**src/rtl/spi_hd_pkg.sv**
```systemverilog
// rtl/spi_hd_pkg.sv - shared constants and state encoding for the half-duplex SPI link
// Purpose: command framing constants, default widths shared with the master, and
//          the slave FSM state type.
package spi_hd_pkg;

  localparam int CMD_W      = 8;
  localparam int RD_BIT     = 7;
  localparam int DEF_DATA_W = 16;
  localparam int DEF_ADDR_W = 4;

  typedef enum logic [2:0] {
    IDLE    = 3'd0,
    CMD     = 3'd1,
    WDATA   = 3'd2,
    TURN    = 3'd3,
    RDATA   = 3'd4,
    WAIT_CS = 3'd5
  } state_t;

endpackage

```
**src/rtl/spi_sync_edge.sv**
```systemverilog
// rtl/spi_sync_edge.sv - multi-flop synchronizer with rise/fall detection
// Purpose: brings one asynchronous input into the clk domain.
// Ports:
//   clk, rst : system clock, asynchronous active-high reset
//   d        : asynchronous input
//   q        : synchronized level (last stage)
//   rise     : one-clk strobe, rising edge seen between the last two stages
//   fall     : one-clk strobe, falling edge seen between the last two stages
module spi_sync_edge #(
  parameter int STAGES = 2
) (
  input  logic clk,
  input  logic rst,
  input  logic d,
  output logic q,
  output logic rise,
  output logic fall
);

  logic [STAGES-1:0] sr;

  // Resets to 0 so a CS held low across reset never looks like a fresh fall.
  always_ff @(posedge clk or posedge rst) begin
    if (rst) begin
      sr <= '0;
    end else begin
      sr <= {sr[STAGES-2:0], d};
    end
  end

  assign q    = sr[STAGES-1];
  assign rise = sr[STAGES-2] & ~sr[STAGES-1];
  assign fall = ~sr[STAGES-2] & sr[STAGES-1];

endmodule

```
**src/rtl/spi_slave_hd_regbank.sv**
```systemverilog
// rtl/spi_slave_hd_regbank.sv - oversampled half-duplex SPI slave (mode 0) with register bank
// Purpose: decodes an 8-bit command plus DATA_W-bit data phase and serves register
//          reads/writes over a single shared data line.
// Ports:
//   clk, rst          : system clock, asynchronous active-high reset
//   spi_clk, spi_cs   : serial clock and active-low chip select from the master
//   spi_io_in         : sampled shared data line
//   spi_io_out/_oe    : value and enable for the shared line (tristate lives outside)
//   usr_addr/usr_rdata: local combinational read port
//   wr_pulse, wr_addr : commit strobe and address of the last SPI write
//   frame_err         : strobe when CS rises in the middle of a frame
//   err_cnt           : saturating abort counter (only with SPI_SLV_ERR_CNT_EN)
// Optional: SPI_SLV_ERR_CNT_EN adds err_cnt and maps reads of the all-ones address to it.
module spi_slave_hd_regbank
  import spi_hd_pkg::*;
#(
  parameter int DATA_W      = DEF_DATA_W,
  parameter int ADDR_W      = DEF_ADDR_W,
  parameter int SYNC_STAGES = 2
) (
  input  logic              clk,
  input  logic              rst,
  input  logic              spi_clk,
  input  logic              spi_cs,
  input  logic              spi_io_in,
  output logic              spi_io_out,
  output logic              spi_io_oe,
  input  logic [ADDR_W-1:0] usr_addr,
  output logic [DATA_W-1:0] usr_rdata,
  output logic              wr_pulse,
  output logic [ADDR_W-1:0] wr_addr,
  output logic              frame_err
`ifdef SPI_SLV_ERR_CNT_EN
  ,
  output logic [7:0]        err_cnt
`endif
);

  localparam int DEPTH = 2**ADDR_W;
  localparam int CNT_W = $clog2(DATA_W + 1);

  logic sclk_q, sclk_rise, sclk_fall;
  logic cs_q, cs_rise, cs_fall;
  logic io_q, io_rise, io_fall;

  spi_sync_edge #(.STAGES(SYNC_STAGES)) u_sync_sclk (
    .clk(clk), .rst(rst), .d(spi_clk), .q(sclk_q), .rise(sclk_rise), .fall(sclk_fall));
  spi_sync_edge #(.STAGES(SYNC_STAGES)) u_sync_cs (
    .clk(clk), .rst(rst), .d(spi_cs), .q(cs_q), .rise(cs_rise), .fall(cs_fall));
  spi_sync_edge #(.STAGES(SYNC_STAGES)) u_sync_io (
    .clk(clk), .rst(rst), .d(spi_io_in), .q(io_q), .rise(io_rise), .fall(io_fall));

  state_t            state, state_n;
  logic [CNT_W-1:0]  cnt, cnt_n;
  logic [DATA_W-1:0] sh, sh_n, sh_in;
  logic [DATA_W-1:0] shadow, shadow_n;
  logic [DATA_W-1:0] wr_data, wr_data_n;
  logic [ADDR_W-1:0] addr, addr_n, wr_addr_n;
  logic              io_out_n, oe_q, oe_n, wr_pulse_n, frame_err_n;
  logic [DATA_W-1:0] spi_rdata;
  logic [DATA_W-1:0] regs [DEPTH];

  assign sh_in = {sh[DATA_W-2:0], io_q};

  always_comb begin
    state_n     = state;
    cnt_n       = cnt;
    sh_n        = sh;
    addr_n      = addr;
    shadow_n    = shadow;
    wr_data_n   = wr_data;
    wr_addr_n   = wr_addr;
    io_out_n    = spi_io_out;
    oe_n        = oe_q;
    wr_pulse_n  = 1'b0;
    frame_err_n = 1'b0;
    case (state)
      IDLE: begin
        if (cs_fall) begin
          state_n = CMD;
          cnt_n   = '0;
        end
      end
      CMD: begin
        if (sclk_rise) begin
          sh_n  = sh_in;
          cnt_n = cnt + CNT_W'(1);
          if (cnt == CNT_W'(CMD_W - 1)) begin
            cnt_n  = '0;
            addr_n = sh_in[ADDR_W-1:0];
            if (sh_in[RD_BIT]) begin
              state_n  = TURN;
              shadow_n = spi_rdata;
            end else begin
              state_n = WDATA;
            end
          end
        end
      end
      WDATA: begin
        if (sclk_rise) begin
          sh_n  = sh_in;
          cnt_n = cnt + CNT_W'(1);
          if (cnt == CNT_W'(DATA_W - 1)) begin
            wr_pulse_n = 1'b1;
            wr_addr_n  = addr;
            wr_data_n  = sh_in;
            state_n    = WAIT_CS;
          end
        end
      end
      TURN: begin
        // The fall that ends the command byte arrives here first; only the fall
        // after the dummy rise (cnt marks it) hands the line to the slave.
        if (sclk_rise) begin
          cnt_n = CNT_W'(1);
        end else if (sclk_fall && cnt != '0) begin
          oe_n     = 1'b1;
          io_out_n = shadow[DATA_W-1];
          shadow_n = shadow << 1;
          cnt_n    = '0;
          state_n  = RDATA;
        end
      end
      RDATA: begin
        if (sclk_fall) begin
          cnt_n = cnt + CNT_W'(1);
          if (cnt == CNT_W'(DATA_W - 1)) begin
            oe_n     = 1'b0;
            io_out_n = 1'b0;
            state_n  = WAIT_CS;
          end else begin
            io_out_n = shadow[DATA_W-1];
            shadow_n = shadow << 1;
          end
        end
      end
      WAIT_CS: begin
        if (cs_q) state_n = IDLE;
      end
      default: state_n = IDLE;
    endcase
    // CS rising mid-frame overrides everything, including a write completing this clk.
    if (cs_rise && (state == CMD || state == WDATA || state == TURN || state == RDATA)) begin
      state_n     = IDLE;
      oe_n        = 1'b0;
      io_out_n    = 1'b0;
      wr_pulse_n  = 1'b0;
      frame_err_n = 1'b1;
    end
  end

  always_ff @(posedge clk or posedge rst) begin
    if (rst) begin
      state      <= IDLE;
      cnt        <= '0;
      sh         <= '0;
      addr       <= '0;
      shadow     <= '0;
      wr_data    <= '0;
      wr_addr    <= '0;
      spi_io_out <= 1'b0;
      oe_q       <= 1'b0;
      wr_pulse   <= 1'b0;
      frame_err  <= 1'b0;
    end else begin
      state      <= state_n;
      cnt        <= cnt_n;
      sh         <= sh_n;
      addr       <= addr_n;
      shadow     <= shadow_n;
      wr_data    <= wr_data_n;
      wr_addr    <= wr_addr_n;
      spi_io_out <= io_out_n;
      oe_q       <= oe_n;
      wr_pulse   <= wr_pulse_n;
      frame_err  <= frame_err_n;
    end
  end

  // Commit lands on the edge that ends wr_pulse, so the local port still sees the
  // old contents during the strobe.
  always_ff @(posedge clk or posedge rst) begin
    if (rst) begin
      for (int i = 0; i < DEPTH; i++) regs[i] <= '0;
    end else if (wr_pulse) begin
      regs[wr_addr] <= wr_data;
    end
  end

  // Belt-and-braces: never drive the line once synced CS is high.
  assign spi_io_oe = oe_q & ~cs_q;

`ifdef SPI_SLV_ERR_CNT_EN
  always_ff @(posedge clk or posedge rst) begin
    if (rst) begin
      err_cnt <= 8'd0;
    end else if (frame_err && err_cnt != 8'hFF) begin
      err_cnt <= err_cnt + 8'd1;
    end
  end

  assign usr_rdata = (&usr_addr) ? DATA_W'(err_cnt) : regs[usr_addr];
  assign spi_rdata = (&sh_in[ADDR_W-1:0]) ? DATA_W'(err_cnt) : regs[sh_in[ADDR_W-1:0]];
`else
  assign usr_rdata = regs[usr_addr];
  assign spi_rdata = regs[sh_in[ADDR_W-1:0]];
`endif

  logic unused_sync;
  assign unused_sync = ^{sclk_q, io_rise, io_fall, sh[DATA_W-1]};

endmodule

```
**config.mk**
```make
export PLATFORM = sky130hd
export DESIGN_NAME = spi_slave_hd_regbank
export DESIGN_NICKNAME = d
export VERILOG_FILES = /design/src/rtl/spi_hd_pkg.sv /design/src/rtl/spi_sync_edge.sv /design/src/rtl/spi_slave_hd_regbank.sv
export SDC_FILE = /design/constraint.sdc
export NUM_CORES = 1
export LEC_CHECK = 0
export BUFFER_PORTS_ARGS = -buffer_cell sky130_fd_sc_hd__clkbuf_2
export CAP_MARGIN = 20
export CORE_MARGIN = 3
export CORE_UTILIZATION = 40
export CTS_BUF_LIST = sky130_fd_sc_hd__clkbuf_4 sky130_fd_sc_hd__clkbuf_8
export DETAILED_ROUTE_END_ITERATION = 10
export GPL_TIMING_DRIVEN = 0
export PLACE_DENSITY_LB_ADDON = 0.12
export RECOVER_POWER = 25
export SETUP_SLACK_MARGIN = 0.4
export SYNTH_ARGS = -nofsm -noshare
export SYNTH_HDL_FRONTEND = slang
export SYNTH_SLANG_ARGS = --single-unit
export TNS_END_PERCENT = 10
```
**constraint.sdc**
```tcl
create_clock -name clk -period 24.6 [get_ports clk]
set_clock_uncertainty 0.2 [all_clocks]
set_input_delay 4.92 -clock clk [delete_from_list [all_inputs] [get_ports clk]]
set_output_delay 4.92 -clock clk [all_outputs]
set_load 0.05 [all_outputs]
```
==> results of run 1 <==
## through the flow
step | hold WS (ns) | total power [µW] | instances | util (%)
global placement | 0.135 | 921 | 1686 | 42.6
CTS | 0.161 | 1490 | 1798 | 46.0
floorplan | 0.131 | 799 | 1126 | -
global route | 0.180 | 1530 | 1801 | 46.0
finish | 0.153 | 1470 | 1802 | 46.0
detailed placement | 0.140 | 926 | 1694 | 42.9
## registers in the layout, indices dropped and copies added, names as in the netlist, 3 cells and up
name	flops
cnt	5
shadow	16
state	3
wr_addr	4
sh	15
regs	256
addr	4
wr_data	16
## worst max path at each step
stage | start | end | slack, ns | cells after the start
floorplan | rst | addr[0] | 10.37 | 1
global placement | rst | regs[163] | 6.12 | 2
detailed placement | usr_addr[0] | usr_rdata[14] | 11.57 | 6
CTS | usr_addr[0] | usr_rdata[7] | 11.59 | 6
global route | usr_addr[0] | usr_rdata[7] | 11.55 | 6
finish | usr_addr[0] | usr_rdata[14] | 11.62 | 6
## cell type report
class / count / area [µm²]
antenna: 1 / 2.50
buffer: 93 / 393
clock buffer: 88 / 1150
clock inverter: 16 / 130
fill: 3750 / 22100
inverter: 11 / 48.8
multi-input combinational: 693 / 7960
sequential: 329 / 8230
tap: 532 / 666
timing repair buffer: 39 / 300
## layer usage
metal,vias up,share of wire [%],track usage [%]
met3,100,5.7,5.25
met1,5843,44,33.8
li1,4520,-,-
met4,0,2.9,7.65
met5,-,0,0
met2,324,47,38.2
## logic make-up (layout without fill, tap and decap cells)
group	Yosys count	count (layout)	synth area share, %
xor+xnor	1	1	0.0526
simple gates	112	112	3.35
other cells	0	1	0
buf+inv	104	247	2.68
mux	485	485	40.1
flops	329	329	49.4
fa+ha+maj	3	3	0.225
compound gates	92	92	4.18
## power by group through the flow
stage,clock (µW),combinational (µW),sequential [µW]
2_1_floorplan,0,210,588
3_3_place_gp,0,328,592
3_5_place_dp,0,333,593
4_1_cts,571,334,583
5_1_grt,594,350,586
6_report,555,330,583
## cells in the final DEF (no fill, tap or decap), types with 7 or more instances in the layout
cell	n
a22o_1	15
nand2_1	30
dfrtp_1	329
nor2_1	33
a21oi_1	7
a221oi_1	30
buf_2	26
nand2b_1	10
clkinv_2	14
o21ai_0	21
mux4_2	116
nor2b_1	9
clkbuf_1	58
clkbuf_2	28
buf_1	8
mux2i_1	74
clkbuf_8	78
nand3_1	7
inv_1	10
mux2_2	295
clkbuf_4	10
==> impl_metrics.toml, run 1 <==
[layout]
design_area_um2 = 18900
syn_to_final_growth_pct = 13.4
layout-drive-gt1-share_pct = 46.0
finalNetCount = 1237

[die]
num_io_pins = 33
dieArea_um2 = 44100
initial_core_util_pct = 40.6
fp.dieW_um = 210
dieHeight_um = 210
coreArea_um2 = 41000
rows = 74

[hold_path]
hp-start = "u_sync_io.sr[0]"
hold_path.class = "register to register"
whs_path_depth = 0
min_to = "u_sync_io.sr[1]"

[power]
p_comb_share_pct = 22.5
leakagePower_uw = 0.00876
p_clk_share_pct = 37.8
vdd_drop_max_v = 0.0000440
p_switching_uw = 477
power_frac_seq_pct = 39.7
power_density_nw_per_um2 = 77.8
internal_power_uw = 992
swShare_pct = 32.4

[worst_setup_path]
path_buf_inv = 4
crit_chain = "buf_2 > buf_2 > clkbuf_1 > mux4_2 > mux4_2 > clkbuf_2"
crit_path_start_kind = "input port"
cp.required_ns = 19.48
r2r_slack_ns = 21.08
path_max_fanout = 10
cp.arrival_ns = 7.86
worstSetupPathType = "input port to output port"
max_stage_delay_ns = 0.85
rr_endpoint = "sh[3]"
crit_family = "buffers and inverters"
reg2reg_depth = 5
crit_slowest_cell = "clkbuf_1"
end_kind = "output port"
r2r_start = "state[1]"

[sta]
worst_slack_ns = 11.62
fin_tns_setup_ns = 0
drv_slew = 7
setup_viol = 0
hold_viol_final = 0
tightest_slew_ns = 1.62
max_freq_mhz = 77.1
max_slew_margin_pct = -9.28
min_period_ns = 12.98
fin_crit_sh_pct = 52.7
rsz0062_at_grt = "no"

[logic_synthesis]
synth_top_area_cell = "dfrtp_1"
synth-seq-area-share_pct = 49.4
syn_inst = 1126
netlist_top_cells_count = "329 x dfrtp_1, 295 x mux2_2, 116 x mux4_2"
synth.avg_cell_area_um2 = 14.8
synthArstFlopShare_pct = 100
syn_area_um2 = 16700
yosysMostFrequentCell = "dfrtp_1"
synth-seq-cells = 329
ys_top_cells_by_area = "dfrtp_1 49%, mux2_2 20%, mux4_2 16%"
yosysWarningCount = 0
synth_ff_type = "dfrtp_1"
synth-edff-count = 0
synth.distinct_cells = 47
synth_top_area_share_pct = 49.4
synth_nets = 1138

[clock_tree]
clk_path_buf_depth = 3
cts_resized = 0
cts.clk_slew.worst_paths_ns = 0.06
post_cts_buffers = 0
cts_root_buffer = "clkbuf_8"
cts_tree = "done"
clock-sinks = 329
cts_max_level = 2
clkLatencyLatePin_ns = 0.66
cts_buffers = 58
cts_hold_buf = 0

[global_routing]
grt_max_degree = 124
antenna_found_initial = 0
grt_pass1_vias = 11300
grt-ovfl-total = 0
grt.total_usage_pct = 24.2
grt_pass1_wl_mm = 77.5

[placed_design]
gp_congestion = 0.838
portBuffers = 28
dp_hpwl_mm = 34.1
pre_cts_ws_ns = 11.57
post_dp_cell_area_um2 = 17600

[routing]
viasPerCell = 5.99
drc = 0
antenna_left = 0
routedWlPerCell_um = 29.0
route.vias.total = 10800
drtIter0Drc = 747
drt_first_pass_iters = 4
wl_mm = 52.3

[outcome]
violations = "capacitance limit, slew limit"
status = "finished, violations left"

[flow_run]
drv_cap = 1
No activity file was read; power rests on OpenSTA's default activity.
==> inputs of run 2 (changes only) <==
--- a/config.mk
+++ b/config.mk
@@ -5,6 +5,7 @@
 export SDC_FILE = /design/constraint.sdc
 export NUM_CORES = 1
 export LEC_CHECK = 0
+export ABC_AREA = 1
 export BUFFER_PORTS_ARGS = -buffer_cell sky130_fd_sc_hd__clkbuf_2
 export CAP_MARGIN = 20
 export CORE_MARGIN = 3
==> constraint.sdc (replaced) <==
create_clock -name clk -period 11.2 [get_ports clk]
set_clock_uncertainty 0.2 [all_clocks]
set_input_delay 2.24 -clock clk [delete_from_list [all_inputs] [get_ports clk]]
set_output_delay 2.24 -clock clk [all_outputs]
set_load 0.05 [all_outputs]
==> run 2 against run 1 <==
Effect of this change:
- the flow still finishes with violations (capacitance limit, slew limit)
- utilization is 0.27 points higher
- via count rose by 69%
- non-clock buffer count increased by 87
- total power increased by 150%
==> impl_metrics.toml, run 2 <==
[clock_tree]
cts_root_buffer = "clkbuf_8"
cts_hold_buf = 0
post_cts_buffers = 0
cts.clk_slew.worst_paths_ns = 0.05
cts_buffers = 59
clk_path_buf_depth = 3
cts_resized = 0
cts_max_level = 2
clkLatencyLatePin_ns = 0.69
cts_tree = "done"
clock-sinks = 329

[routing]
wl_mm = 84.4
drc = 0
drtIter0Drc = 2459
drt_first_pass_iters = 6
route.vias.total = 18200
antenna_left = 0
viasPerCell = 5.90
routedWlPerCell_um = 27.4

[layout]
finalNetCount = 2470
mostFrequentLayoutCells = "649 x nand2_1, 364 x o21ai_0, 329 x dfrtp_1"
layout-drive-gt1-share_pct = 7.46
regMostFlops = "regs"
largest_reg_flops = 256
finalNonFillerCells = 3084
reg.largest.list = "regs: 256 flops, shadow: 16 flops, wr_data: 16 flops"
layout_commonest_cell = "nand2_1"
fillers = 4407
syn_to_final_growth_pct = 13.0

[logic_synthesis]
synth.avg_cell_area_um2 = 7.39
synth_top_area_cell = "dfrtp_1"
synth-seq-cells = 329
synthArstFlopShare_pct = 100
yosysMostFrequentCell = "nand2_1"
synth-seq-area-share_pct = 47.3
synth.distinct_cells = 31
netlist_top_cells_count = "648 x nand2_1, 363 x o21ai_0, 329 x dfrtp_1"
syn_area_um2 = 17400
synth_ff_type = "dfrtp_1"
synth_nets = 2371
synth-edff-count = 0
syn_inst = 2359
yosysWarningCount = 0
ys_top_cells_by_area = "dfrtp_1 47%, nand2_1 14%, o21ai_0 10%"
synth_top_area_share_pct = 47.3

[placed_design]
pre_cts_ws_ns = 4.09
gp_congestion = 1.02
numPlacedInstances = 2974
dp_hpwl_mm = 62.9
portBuffers = 29

[outcome]
status = "finished, violations left"
violations = "capacitance limit, slew limit"

[power]
leakagePower_uw = 0.00890
vdd_drop_max_v = 0.000106
swShare_pct = 39.2
p_clk_share_pct = 34.0
p_comb_share_pct = 29.8
p_switching_uw = 1420
power_frac_seq_pct = 36.2
power_density_nw_per_um2 = 184
internal_power_uw = 2200

[die]
coreArea_um2 = 42500
fp.dieW_um = 215
initial_core_util_pct = 41.0
num_io_pins = 33
dieArea_um2 = 46100
dieHeight_um = 215
rows = 75

[global_routing]
grt.total_usage_pct = 35.9
grt_pass1_vias = 17400
antenna_found_initial = 2
grt-ovfl-total = 0
grt_pass1_wl_mm = 121
grt_max_degree = 43

[flow_run]
drv_cap = 3

[hold_path]
hold_path.class = "register to register"

[sta]
fin_crit_sh_pct = 65.5
max_slew_margin_pct = -52.7
hold_viol_final = 0
drv_slew = 115
fin_tns_setup_ns = 0
max_freq_mhz = 136
rsz0062_at_grt = "no"
setup_viol = 0
tightest_slew_ns = 2.29
worst_slack_ns = 3.87
min_period_ns = 7.33

[worst_setup_path]
path_max_fanout = 10
reg2reg_depth = 9
cp.required_ns = 8.76
endpoint = "usr_rdata[9]"
end_kind = "output port"
r2r_start = "sh[0]"
crit_path_start_kind = "input port"
cp.arrival_ns = 4.89
startpoint = "usr_addr[1]"
worstSetupPathType = "input port to output port"
rr_endpoint = "shadow[11]"
r2r_slack_ns = 7.91
run 2: changes by cell type after synthesis, sizes merged, moves of 30 or more:
cell and delta:
nand3 +236, a21oi +71, clkbuf +100, o21ai +353
nand2 +632, o211ai +127, mux2i -74, mux2 -294
nor2 +87, a221oi -30, mux4 -116, inv +199
run 2: power by group through the flow:
stage / registers (µW) / logic (µW) / clock network (µW)
2_1_floorplan: 1320 / 630 / 0
4_1_cts: 1310 / 1050 / 1250
3_5_place_dp: 1330 / 1050 / 0
3_3_place_gp: 1330 / 1040 / 0
5_1_grt: 1320 / 1140 / 1310
6_report: 1310 / 1080 / 1230
run 2: cell families (layout without fill, tap and decap cells):
logic type | count (synthesis) | after routing | synth area share, %
xor gates and xnor gates | 1 | 1 | 0.0503
buffers and inverters | 394 | 541 | 8.73
DFF | 329 | 329 | 47.3
adders and majority gates | 3 | 3 | 0.215
and+or+nand+nor | 1049 | 1049 | 25.1
muxes | 1 | 1 | 0.0646
AOI/OAI and AO/OA | 582 | 582 | 18.6
other | 0 | 1 | 0
run 2: how the worst min path moves through the flow:
stage / cells past startpoint / slack, ns / startpoint / endpoint
after floorplan: 0 / 0.13 / u_sync_io.sr[0] / u_sync_io.sr[1]
after detailed placement: 0 / 0.14 / u_sync_io.sr[0] / u_sync_io.sr[1]
after global routing: 0 / 0.17 / u_sync_io.sr[0] / u_sync_io.sr[1]
final: 0 / 0.15 / u_sync_io.sr[0] / u_sync_io.sr[1]
after CTS: 0 / 0.15 / u_sync_io.sr[0] / u_sync_io.sr[1]
after global placement: 0 / 0.14 / u_sync_io.sr[0] / u_sync_io.sr[1]
run 2: metrics by stage:
step           hold slack [ns]  utilization [%]  cell area [µm²]  power [µW]
3_5_place_dp             0.140             43.5            18500        2380
3_3_place_gp             0.136             43.0            18300        2370
5_1_grt                  0.167             46.3            19700        3760
2_1_floorplan            0.131                -            17400        1950
6_report                 0.152             46.3            19700        3620
4_1_cts                  0.153             46.5            19800        3620
run 2: layout make-up:
class	instances	area [µm²]	area share, %
antenna	1	2.50	0.0127
buffer	181	718	3.65
clock buffer	95	1200	6.10
clock inverter	14	78.8	0.400
inverter	213	801	4.07
multi-input combinational	1636	7650	38.9
sequential	329	8230	41.8
tap	577	722	3.67
timing repair buffer	38	277	1.40
run 2: routing by layer:
metal	part of all wire, %	vias to the layer above	GRT usage [%]
met5	0.015	-	0
met3	9.7	276	7.63
met4	6.5	2	20.5
met2	42	1054	52.2
met1	42	8881	49.8
li1	-	7977	-
run 2: worst max-delay path, stage by stage:
cell	delay, ns
clkbuf_1	0.71
clkbuf_1	0.93
o211ai_1	0.20
nand3_1	0.24
nand3_1	0.12
nand2_1	0.15
clkbuf_2	0.29
